<file path="src/rtl/seg7_scan_driver.sv">
// Eight-digit multiplexed hex display driver for a common-anode 7-segment module.
// The shown word is latched once per frame; leading zeros can be blanked and dp0 blinks on halt.
module seg7_scan_driver #(
  parameter int SCAN_DIV     = 100000,
  parameter int BLINK_FRAMES = 32
) (
  input  logic        clk,
  input  logic        rst,
  input  logic [31:0] data_in,
  input  logic        halt,
  input  logic        blank_lz,
  output logic [7:0]  an,
  output logic [6:0]  seg,
  output logic        dp
);

  localparam int SW = $clog2(SCAN_DIV);
  localparam int FW = $clog2(BLINK_FRAMES + 1);
  localparam logic [SW-1:0] SCAN_MAX  = SW'(SCAN_DIV - 1);
  localparam logic [FW-1:0] FRAME_MAX = FW'(BLINK_FRAMES - 1);

  logic [SW-1:0] r_scan_cnt;
  logic [2:0]    r_idx;
  logic [31:0]   r_shadow;
  logic [FW-1:0] r_frame_cnt;
  logic          r_blink;
  logic [7:0]    r_an;
  logic [6:0]    r_seg;
  logic          r_dp;

  logic          w_tick;
  logic          w_frame_end;
  logic [31:0]   w_upper;
  logic [3:0]    w_nib;
  logic          w_blank;

  function automatic logic [6:0] hex_to_seg(input logic [3:0] nib);
    logic [6:0] s;
    case (nib)
      4'h0: s = 7'h40;
      4'h1: s = 7'h79;
      4'h2: s = 7'h24;
      4'h3: s = 7'h30;
      4'h4: s = 7'h19;
      4'h5: s = 7'h12;
      4'h6: s = 7'h02;
      4'h7: s = 7'h78;
      4'h8: s = 7'h00;
      4'h9: s = 7'h10;
      4'hA: s = 7'h08;
      4'hB: s = 7'h03;
      4'hC: s = 7'h46;
      4'hD: s = 7'h21;
      4'hE: s = 7'h06;
      default: s = 7'h0E;
    endcase
    return s;
  endfunction

  assign w_tick      = (r_scan_cnt == SCAN_MAX);
  assign w_frame_end = w_tick && (r_idx == 3'd7);
  // Everything at and above the current digit; zero means this digit is a leading zero.
  assign w_upper     = r_shadow >> {r_idx, 2'b00};
  assign w_nib       = w_upper[3:0];
  assign w_blank     = blank_lz && (r_idx != 3'd0) && (w_upper == 32'd0);

  always_ff @(posedge clk or posedge rst) begin
    if (rst) begin
      r_scan_cnt <= '0;
      r_idx      <= 3'd0;
      r_shadow   <= 32'd0;
    end else begin
      r_scan_cnt <= w_tick ? '0 : r_scan_cnt + 1'b1;
      if (w_tick)
        r_idx <= r_idx + 3'd1;
      if (w_frame_end)
        r_shadow <= data_in;
    end
  end

  // Leaving halt clears the blink phase so dp lights on the very next halted digit-0 slot.
  always_ff @(posedge clk or posedge rst) begin
    if (rst) begin
      r_frame_cnt <= '0;
      r_blink     <= 1'b0;
    end else if (!halt) begin
      r_frame_cnt <= '0;
      r_blink     <= 1'b0;
    end else if (w_frame_end) begin
      if (r_frame_cnt == FRAME_MAX) begin
        r_frame_cnt <= '0;
        r_blink     <= ~r_blink;
      end else begin
        r_frame_cnt <= r_frame_cnt + 1'b1;
      end
    end
  end

  always_ff @(posedge clk or posedge rst) begin
    if (rst) begin
      r_an  <= 8'hFF;
      r_seg <= 7'h7F;
      r_dp  <= 1'b1;
    end else begin
      r_an  <= ~(8'b1 << r_idx);
      r_seg <= w_blank ? 7'h7F : hex_to_seg(w_nib);
      r_dp  <= !((r_idx == 3'd0) && halt && !r_blink);
    end
  end

  assign an  = r_an;
  assign seg = r_seg;
  assign dp  = r_dp;

endmodule

</file>
<file path="config.mk">
export PLATFORM = sky130hd
export DESIGN_NAME = seg7_scan_driver
export DESIGN_NICKNAME = d
export VERILOG_FILES = /design/src/rtl/seg7_scan_driver.sv
export SDC_FILE = /design/constraint.sdc
export NUM_CORES = 1
export LEC_CHECK = 0
export CORE_ASPECT_RATIO = 1.75
export CORE_MARGIN = 4
export CORE_UTILIZATION = 55
export DETAILED_ROUTE_END_ITERATION = 12
export MAX_ROUTING_LAYER = met4
export PLACE_DENSITY = 0.8
export SETUP_SLACK_MARGIN = 0.02
export SKIP_CTS_REPAIR_TIMING = 1
export SLEW_MARGIN = 20
export SYNTH_ARGS = -nofsm -noshare
export SYNTH_HDL_FRONTEND = slang
export SYNTH_SLANG_ARGS = --single-unit
</file>
<file path="constraint.sdc">
create_clock -name clk -period 3.5 [get_ports clk]
set_input_delay 0.525 -clock clk [delete_from_list [all_inputs] [get_ports clk]]
set_output_delay 0.525 -clock clk [all_outputs]
set_load 0.01 [all_outputs]
</file>
Word-level counts from Yosys, hierarchy flattened:

Memory sizes are Yosys's and may differ from the RTL's.
Index checks and enable logic that the tools add are counted.

* register bits: 75
* memory bits (read-only): 112
* bits of input ports: 36
* output and inout bits: 16
* memories kept: 1

Memories
* (no name shown): depth 16, bits a word 7, rd ports 1, clocked after memory_dff 0, wr ports 0, line 39 `case (nib)`

* add/subtract/negate cells: 3
* eq/ne operators: 5
* shift-type cells: 2
* muxes and demuxes: 8
* bitwise operators: 2
* reductions and logical operators: 11

Operators by type and width (number)
* $logic_not 32->1: 1
* $shr 32x5->32: 1
* $mux 6: 3
* $add 17x1->17 const B: 1
* $eq 17x17->1 const B: 1
* $mux 17: 1
* $not 8->8: 1
* $shl 1x3->8 const A: 1
* $mux 7: 1
* $add 6x1->6 const B: 1
* $eq 6x5->1 const B: 1
* $logic_and 1x1->1: 5
* $ne 2x1->1 const B: 2
* $add 3x1->3 const B: 1
* $eq 3x3->1 const B: 1
* $logic_not 3->1: 1
* $mux 1: 3
* $reduce_bool 3->1: 1
* $logic_not 1->1: 2
* $reduce_and 2->1: 1
* $not 1->1: 1

Depth between registers and ports, before layout:

Gate-level depths: netlist (run 1).

* word-level depth: 4
* depth in mapped cells: 10
* mapped depth without buffers: 7

Worst setup path after synthesis (run 1):

OpenSTA, ideal clock, no wires.

* path type: reg2reg
* start point: register r_idx[0]
* end point: register r_seg[5] (netlist: seg[5])
* setup time: 85 ps
* data arrival time: 2986 ps
* setup slack: 429 ps
* cell stages (with the launch flop): 11
* buffers on the path: 4
* cell sequence: dfrtp_1 > buf_6 > buf_2 > buf_2 > mux4_2 > mux2i_1 > ha_1 > nand4_1 > or4_1 > buf_2 > o221ai_1

* cells in the longest elaborated chain, start to end: 4
* elaborated cells between the ends (all ways): 7

Ends and longest elaborated chain
* from (decl): line 23 `logic [2:0] r_idx;`
* from (signal assigned): line 75 `r_idx <= r_idx + 3'd1;`
* branches (longest 3 deep; another with $mem_v2 16x7)
* $mux 7 (*): line 106 `r_seg <= w_blank ? 7'h7F : hex_to_seg(w_nib);`
* to (signal assigned): line 106
* to (decl): line 28 `logic [6:0] r_seg;`

Mark *: on every way between the ends.
A chain may end at the register's enable or synchronous reset.

Final worst setup path (run 1):

* start point: register r_idx[0]
* end point: register r_seg[6] (netlist: seg[6])

The elaborated chain is that of the path after synthesis.

==> results by stage, run 1 <==
Status:
- The run finished with clean final reports.

Finish:
- The post-route netlist has 21.7% of its cells at a drive strength greater than 1.
- The area used by sequential logic in the layout is 1900 um2.
- The finished layout holds between 400 and 500 standard cells, fillers aside.
- The cell area after layout is ~4700 um2.
- The post-layout net count is approximately 430.
- Cells fill between 70% and 80% of the core in the end.
- 0 antenna diodes ended up in the layout.
- The area taken by multi-input logic gates is 1750 um2.
- The area growth from synthesis to layout is 25.0%.
- Fill cells in the final layout number 473.

Power and ir drop:
- Overall power consumption after layout is estimated at 2.09 mW.
- Combinational logic is responsible for 7.9% of the overall power.
- The share of total power in sequential cells is 44.3%.
- The share of power burned in the clock network is 47.8%.
- Across the VDD grid, the largest voltage drop is 0.307 mV.
- Of the total power, the share spent switching nets is 20.5%.
- Summed over all cells, the static leakage comes to 1.98 nW.
- The net switching power figure is 0.429 mW.
- The internal power summed over all cells is 1.66 mW.
- The power per cell area is 444 nW/um2.

Detailed routing:
- The DRC violation count after routing is 0.
- Across all layers, the routed design uses about 2800 vias.
- The routed design has a little under 8000 um of wire.
- The first routing iteration left 179 violations.
- The pre-antenna-repair detailed-routing pass consisted of 4 iterations.
- The length of routed met2 wiring is 4230 um.
- The highest routed metal layer is met4.
- The post-detailed-route wirelength per cell is about 17 um.
- The post-detailed-route via-to-cell ratio is 5.94.
- Summed over all nets, wire length on met3 after detailed routing comes to 355 um.
- The number of antenna-violating nets in the routed design is 0.
- In the final routing, the length of wire on met1 measures 3020 um.

Setup path:
- For the worst setup path, the data arrival time is approximately 3.2 ns.
- The startpoint of the worst-slack reg-to-reg timing path is r_idx[0]$_DFFE_PP0N_.
- The endpoint kind of the worst setup timing path is a flip-flop.
- On the critical path the largest part of the delay comes from multiplexers.
- The maximum fanout count along the critical path is 7.
- The worst stage delay on the critical path is 0.65 ns.
- Together, buffers and inverters on the worst path number 0.
- The critical path is of the flip-flop to flip-flop type.
- For this design, the slowest cell found on the critical path is or4_1.
- For the worst setup path, the data required time is 3.74 ns.
- The worst reg-to-reg path cell count is 6.
- The critical path goes through mux4_2 > mux2i_1 > ha_1 > nand4_1 > or4_1 > o221ai_1.
- The worst setup path is launched from a flip-flop.
- Setup slack on the worst reg-to-reg path comes out at 0.57 ns.
- In this run the critical register-to-register path is captured at seg[6]$_DFF_PP1_.

Floorplanning:
- The initial utilization of the core area, before any placement, comes to a little under three fifths.
- The die boundary height is approximately 120 um.
- The total I/O pin count is 52.
- The number of placement rows is 39.
- The die is 70.5 um wide.
- The total area inside the core boundary comes to 6590 um2.
- The area enclosed by the die boundary is 8280 um2.

Worst hold path:
- The kind of path behind the tightest hold check is flip-flop to flip-flop.
- The number of cells on the worst hold path is 1.
- The path with the worst hold slack has its endpoint at r_scan_cnt[14]$_DFF_PP0_.
- The hold path startpoint is r_scan_cnt[14]$_DFF_PP0_.

Logic synthesis:
- The proportion of synthesized flip-flops having asynchronous set or reset is 100%.
- Counting every net in the synthesized netlist gives 374.
- The portion of netlist area occupied by mux cells is 17.4%.
- Synthesis inferred 75 register bits.
- After Yosys synthesis, XOR and XNOR cells account for 3.72% of the synthesized area.
- The count of distinct cell types in the synthesized netlist is 50.
- By area, the combinational part of the netlist is dominated by multiplexers.
- A synthesized cell averages about 12 um2.
- Of the total synthesized cell area, the portion taken by full adders, half adders and majority gates is 4.66%.
- The Yosys step of the flow raised 0 warnings.
- The biggest area consumer among synthesized cells is dfrtp_1.
- The simple-gate share of the synthesized area is 12.7%.
- Synthesis produced a netlist whose cell count is 324.
- Yosys attributes the largest share of cell area to dfrtp_1 (39%), dfstp_2 (11%), mux2_2 (9.6%).
- The number of enable flip-flop cells after synthesis is 0.
- The fraction of synthesized cell area taken by the top area cell type is 39.2%.
- The fraction of the yosys area taken by sequential cells is between 50 and 60%.
- The compound-gate portion of the synthesized area is 7.88%.
- The area of the mapped netlist is 3760 um2.
- For this run, the leading register cell type out of synthesis is dfrtp_1.

Placed design:
- The cell count after placement is 449.
- Input and output buffers added on the ports amount to 51.
- The placed wire-length estimate after detailed placement is approximately 5600 um.
- The total cell area at the placement stage is 4380 um2.
- Timing analysis after detailed placement gives a worst setup slack of a little under 0.7 ns.
- At the end of routability-driven placement, the weighted congestion stood at 0.891.

Global routing:
- The pin count of the biggest net entering global routing is 39.
- The first global-routing pass estimated around 13000 um of wire.
- The total routing usage reported by global routing is approximately a fifth.
- The number of antenna violations at the first check in global routing is 0.
- The sum of overflow across all layers after global routing is 0.
- The via count of the first global-routing pass came to 2828.

STA:
- The number of endpoints failing setup at the final stage is 0.
- Setup repair after global routing left no endpoint under its margin.
- The post-route worst hold slack is 0.489 ns.
- The worst setup slack after layout is between 0.5 and 0.6 ns.
- Across the routed clock network, the largest skew measured is 0.00274 ns.
- Subtracting the final worst setup slack from the clock period gives a little under 3 ns.
- The final hold violation count is 0.
- The slew of the pin with the lowest slew margin is 0.755 ns.
- The number of slew-limit violations in the final report is 0.
- The remaining max-slew budget at the tightest pin is 49.6%.
- The setup TNS is 0 ns.
- For this run, the top clock speed supported by timing is ~340 MHz.
- The final critical path takes up between 80% and 90% of the cycle.

Clock tree:
- Clock latency on the worst-skew pair, taken at its later pin, is 0.33 ns.
- After clock tree synthesis, the clock-pin slew on the worst setup and hold paths is about 0.050 ns.
- TritonCTS built the clock tree.
- The root buffer cell is clkbuf_16.
- The number of buffers created by CTS is 9.
- The number of sinks handled by clock tree synthesis is 75.
- The H-tree generated during clock tree synthesis spans 3 levels.
- The buffer levels on the longest clock path is 2.

Flow run:
- The tool flagged a number of max-cap violations equal to 0.
-- routing by layer --
metal	vias up	GRT usage (%)
met2	87	34.6
met5	-	-
li1	1280	-
met3	21	5.14
met4	0	10.4
met1	1375	22.7
-- placed cells by master (no fill, tap or decap), types with 3 or more instances in the layout --
master,netlist,routed
o21ai_1,3,3
xnor2_1,11,11
nand4_1,4,4
dfrtp_1,59,59
mux2i_1,7,7
ha_1,14,14
dfstp_2,16,16
nand2_1,19,19
o21ai_0,10,10
clkbuf_16,0,9
xor2_1,5,5
a211oi_1,4,4
and2_1,4,4
mux4_2,7,7
o22ai_1,3,3
buf_4,0,6
nor3_1,11,11
clkdlybuf4s50_1,0,51
inv_1,12,11
nor2_1,23,23
a21oi_1,8,8
mux2_2,32,32
and3_1,7,7
nand3_1,18,17
-- power groups by stage --
stage	logic, mW	registers [mW]	clock network [mW]
after floorplan	0.0803	0.937	0
after global placement	0.160	0.939	0
after detailed placement	0.164	0.940	0
after CTS	0.167	0.926	1.01
after global routing	0.179	0.929	1.06
final	0.165	0.926	0.998
-- area by class of cell --
type	instances	share of cell area, %
Sequential cell	75	40.3
Multi-Input combinational cell	221	37.2
Timing Repair Buffer	58	12.2
Clock buffer	12	5.45
Tap cell	82	2.18
Clock inverter	4	1.54
Inverter	13	1.04
-- registers in the layout, summed over array words and instances (netlist names) --
register,cells
r_blink,1
r_scan_cnt,17
dp,1
an,8
r_shadow,32
r_idx,3
seg,7
r_frame_cnt,6
-- kinds of logic after synthesis --
group	Yosys count
buf+inv	28
mux	49
simple gates	97
flops	75
fa+ha+maj	14
compound gates	45
xor+xnor	16
-- worst max path at each step --
| stage | start | to | slack (ns) | cells past startpoint |
|---|---|---|---|---|
| floorplan | r_idx[0]$_DFFE_PP0N_ | seg[5]$_DFF_PP1_ | 0.43 | 10 |
| global placement | r_idx[0]$_DFFE_PP0N_ | seg[6]$_DFF_PP1_ | 0.80 | 6 |
| detailed placement | r_idx[0]$_DFFE_PP0N_ | seg[6]$_DFF_PP1_ | 0.69 | 6 |
| CTS | r_idx[0]$_DFFE_PP0N_ | seg[6]$_DFF_PP1_ | 0.57 | 6 |
| global route | r_idx[0]$_DFFE_PP0N_ | seg[6]$_DFF_PP1_ | 0.41 | 6 |
| finish | r_idx[0]$_DFFE_PP0N_ | seg[6]$_DFF_PP1_ | 0.57 | 6 |
-- cell usage after synthesis, types with 5 or more instances --
| library cell | instances |
|---|---|
| inv_1 | 12 |
| mux2i_1 | 7 |
| and3_1 | 7 |
| nor3_1 | 11 |
| clkbuf_1 | 6 |
| xor2_1 | 5 |
| dfrtp_1 | 59 |
| xnor2_1 | 11 |
| dfstp_2 | 16 |
| ha_1 | 14 |
| o21ai_0 | 10 |
| mux4_2 | 7 |
| nand3_1 | 18 |
| mux2_2 | 32 |
| nand2_1 | 19 |
| buf_2 | 5 |
| a21oi_1 | 8 |
| nor2_1 | 23 |
-- worst register-to-register path, cell delays in order, from the launching register on --
cell,delay (ns)
dfrtp_1,0.51
mux4_2,0.56
mux2i_1,0.45
ha_1,0.30
nand4_1,0.09
or4_1,0.65
o221ai_1,0.26
Note: power is estimated with default switching activity, not from simulation.
==> run 2, diff against run 1 <==
clock period = 3 ns   (was 3.5 ns; I/O delays follow)
==> run 2 against run 1 <==
Effect of this change:
- flip-flop and latch count unchanged
- setup slack got worse by 0.25 ns
- wire length increased by 0.36%
- non-clock buffer count increased by 4
- critical endpoint unchanged
- largest cell class unchanged
- highest routed layer unchanged
==> results by stage, run 2 (synthesis gave the netlist of run 1 again) <==
Power and ir drop:
- Of the total power, combinational logic draws under 10%.
- The share of total power dissipated in sequential elements is 45.1%.
- Per report_power, the clock group accounts for 46.9% of the total.
- The internal portion of the total power is 1.89 mW.
- The net switching share of the total power is 21.1%.
- The worst-case vdd ir drop is 0.369 mV.
- The net switching power figure is 0.507 mW.
- The leakage dissipation is 1.98 nW.
- For this design the ratio of total power to cell area is 510 nW/um2.
- The design draws between 2 and 2.5 mW.

Placed design:
- In this run the cell area measured after placement is 4390 um2.
- The placed wire-length estimate after detailed placement is 5750 um.
- The placer congestion estimate is approximately 0.9.
- Counting tap cells, the placed design contains a total of approximately 450 instances.
- The number of I/O port buffers is 51.

STA:
- The maximum clock frequency is ~370 MHz.
- After layout, the worst path uses 89.5% of the clock period.
- The time the worst path needs with I/O delays and setup is 2.68 ns.
- The number of slew-limit violations in the final report is 0.
- At the pin with the least slew margin, the transition time is roughly 0.6 ns.
- The number of endpoints failing setup at the final stage is 0.
- Setup repair after global routing left no endpoint under its margin.
- In this run the tightest slew margin relative to its limit is 59.3%.
- The final hold violation count is 0.
- In the final timing run, aggregate negative setup slack is 0 ns.
- The setup skew after layout is 0.00365 ns.

Detailed routing:
- The number of violations reported at the end of detailed-routing iteration 0 is 133.
- Dividing the detail-routed wire length by the instance count gives 16.8 um.
- After detailed routing, the met2 layer carries 4280 um of wire.
- Wire segments on met3 add up to 347 um in the final route.
- After detailed routing, the number of vias per cell comes to ~5.8.
- After detailed routing, the total wire length is 7880 um.
- The DRC violation count after routing is 0.
- The count of nets left with antenna violations once routing finished came out at 0.
- The number of vias in the routed layout is 2725.
- The detailed-routing iteration count for the pre-antenna-repair pass is 4.
- The highest routed metal layer is met4.
- The length of routed wiring on met1 is 2950 um.

Finish:
- The register with the most flip-flops in the layout has 32 of them.
- The filler-free cell count of the finished design is approximately 470.
- In the layout the commonest cells are dfrtp_1 (58), clkdlybuf4s50_1 (51), mux2_2 (32).
- The antenna diode count is 0.
- Leaving out fill and tap cells, the most frequent cell in the layout is dfrtp_1.
- Relative to the synthesized area, the layout overhead comes to 25.0%.
- At the end of the flow the core is filled with cells to 71.4%.
- The register with the most flip-flops in the final layout is r_shadow.
- The fraction of final layout cells with drive strength greater than 1 is 22.5%.
- Summing all non-filler instances in the final layout gives an area of 4700 um2.
- For this run, the post-layout net count is 432.

Floorplanning:
- The number of placement rows is 39.
- The die covers 8280 um2.
- The initial utilization of the core area, before any placement, comes to 57.1%.
- For this design the top-level I/O count stands at between 50 and 60.
- The die boundary height is 117 um.
- In this run the standard cell core region covers 6590 um2.
- Measured along the x axis, the die boundary spans 70.5 um.

Setup path:
- The critical path buffer and inverter count is 1.
- The critical path goes through buf_4 > mux4_2 > nor3_1 > a21oi_1 > or4_1 > o221ai_1.
- Grouping stages by cell kind, the critical path spends the most delay in simple AND/OR/NAND/NOR gates.
- The slowest stage of the critical path is the or4_1 cell.
- The maximum fanout count along the critical path is 13.
- The endpoint kind of the worst setup timing path is a flip-flop.
- The startpoint identified for the worst register-to-register timing path is r_idx[0]$_DFFE_PP0N_.
- The startpoint type of the worst setup path is a flip-flop.
- For the worst setup path, the data arrival time is 2.94 ns.
- STA puts the critical path data required time at 3.26 ns.
- The critical path class is flip-flop to flip-flop.
- In this run the worst setup path begins at r_idx[0]$_DFFE_PP0N_.
- The worst stage delay on the critical path is 0.68 ns.

Clock tree:
- The root buffer cell is clkbuf_16.
- The number of buffers created by CTS is 9.
- The clock drives 75 sinks.
- TritonCTS built the clock tree.
- After clock tree synthesis, the clock-pin slew on the worst setup and hold paths is 0.06 ns.
- The buffer levels on the longest clock path is 2.
- The source-to-sink clock delay at the later pin of the worst-skew pair is between 0.3 and 0.4 ns.
- The maximum level of the CTS H-tree is 3.

Global routing:
- The sum of overflow across all layers after global routing is 0.
- Global routing used 21.0% of the available tracks.
- The number of antenna violations at the first check in global routing is 0.
- The via count of the first global-routing pass is about 2900.
- The first global-routing pass estimated 13200 um of wire.
- Entering global routing, the biggest net connects 30 pins.

Worst hold path:
- In this run the worst hold path is classified as flip-flop to flip-flop.
- In this run the most critical hold path is launched from r_scan_cnt[0]$_DFF_PP0_.

Flow run:
- The number of maximum-capacitance constraint violations is 0.

Status:
- The run finished with clean final reports.
run 2: path summary, 6_finish.rpt:
| path | to | slack (ns) | cells past startpoint |
|---|---|---|---|
| worst max register to register | seg[6]$_DFF_PP1_ | 0.32 | 6 |
| max in group asynchronous | r_idx[0]$_DFFE_PP0N_ | 1.73 | 3 |
| worst max-delay path | seg[6]$_DFF_PP1_ | 0.32 | 6 |
| min in group asynchronous | r_frame_cnt[0]$_DFFE_PP0P_ | 0.51 | 2 |
| worst min-delay path | r_scan_cnt[0]$_DFF_PP0_ | 0.49 | 1 |
| worst min register to register | r_scan_cnt[0]$_DFF_PP0_ | 0.49 | 1 |
run 2: worst register-to-register path, cell delays in order, from the launching register on:
cell,delay [ns]
dfrtp_2,0.53
buf_4,0.24
mux4_2,0.53
nor3_1,0.28
a21oi_1,0.11
or4_1,0.68
o221ai_1,0.24
run 2: through the flow:
step                      hold slack, ns  setup WS (ns)
final                              0.487          0.316
after global routing               0.508          0.195
after CTS                          0.487          0.145
after detailed placement           0.480          0.160
after global placement             0.467          0.261
after floorplan                    0.448         0.0339
run 2: cell type report:
class                      count  area (um2)
clock inverter                 5        77.6
sequential                    75        1900
inverter                      13        48.8
tap                           82         103
fill                         483        1880
multi-input combinational    221        1750
clock buffer                  11         233
timing repair buffer          62         593
run 2: routing by layer:
layer	track usage [%]	vias to the layer above
li1	-	1281
met1	22.0	1323
met2	35.0	92
met3	5.31	29
met4	12.1	0
met5	-	-
run 2: power by group through the flow:
stage	combinational [mW]	sequential, mW	clock, mW
CTS	0.193	1.08	1.14
floorplan	0.0942	1.09	0
global placement	0.187	1.10	0
global route	0.210	1.08	1.18
finish	0.191	1.08	1.12
detailed placement	0.192	1.10	0
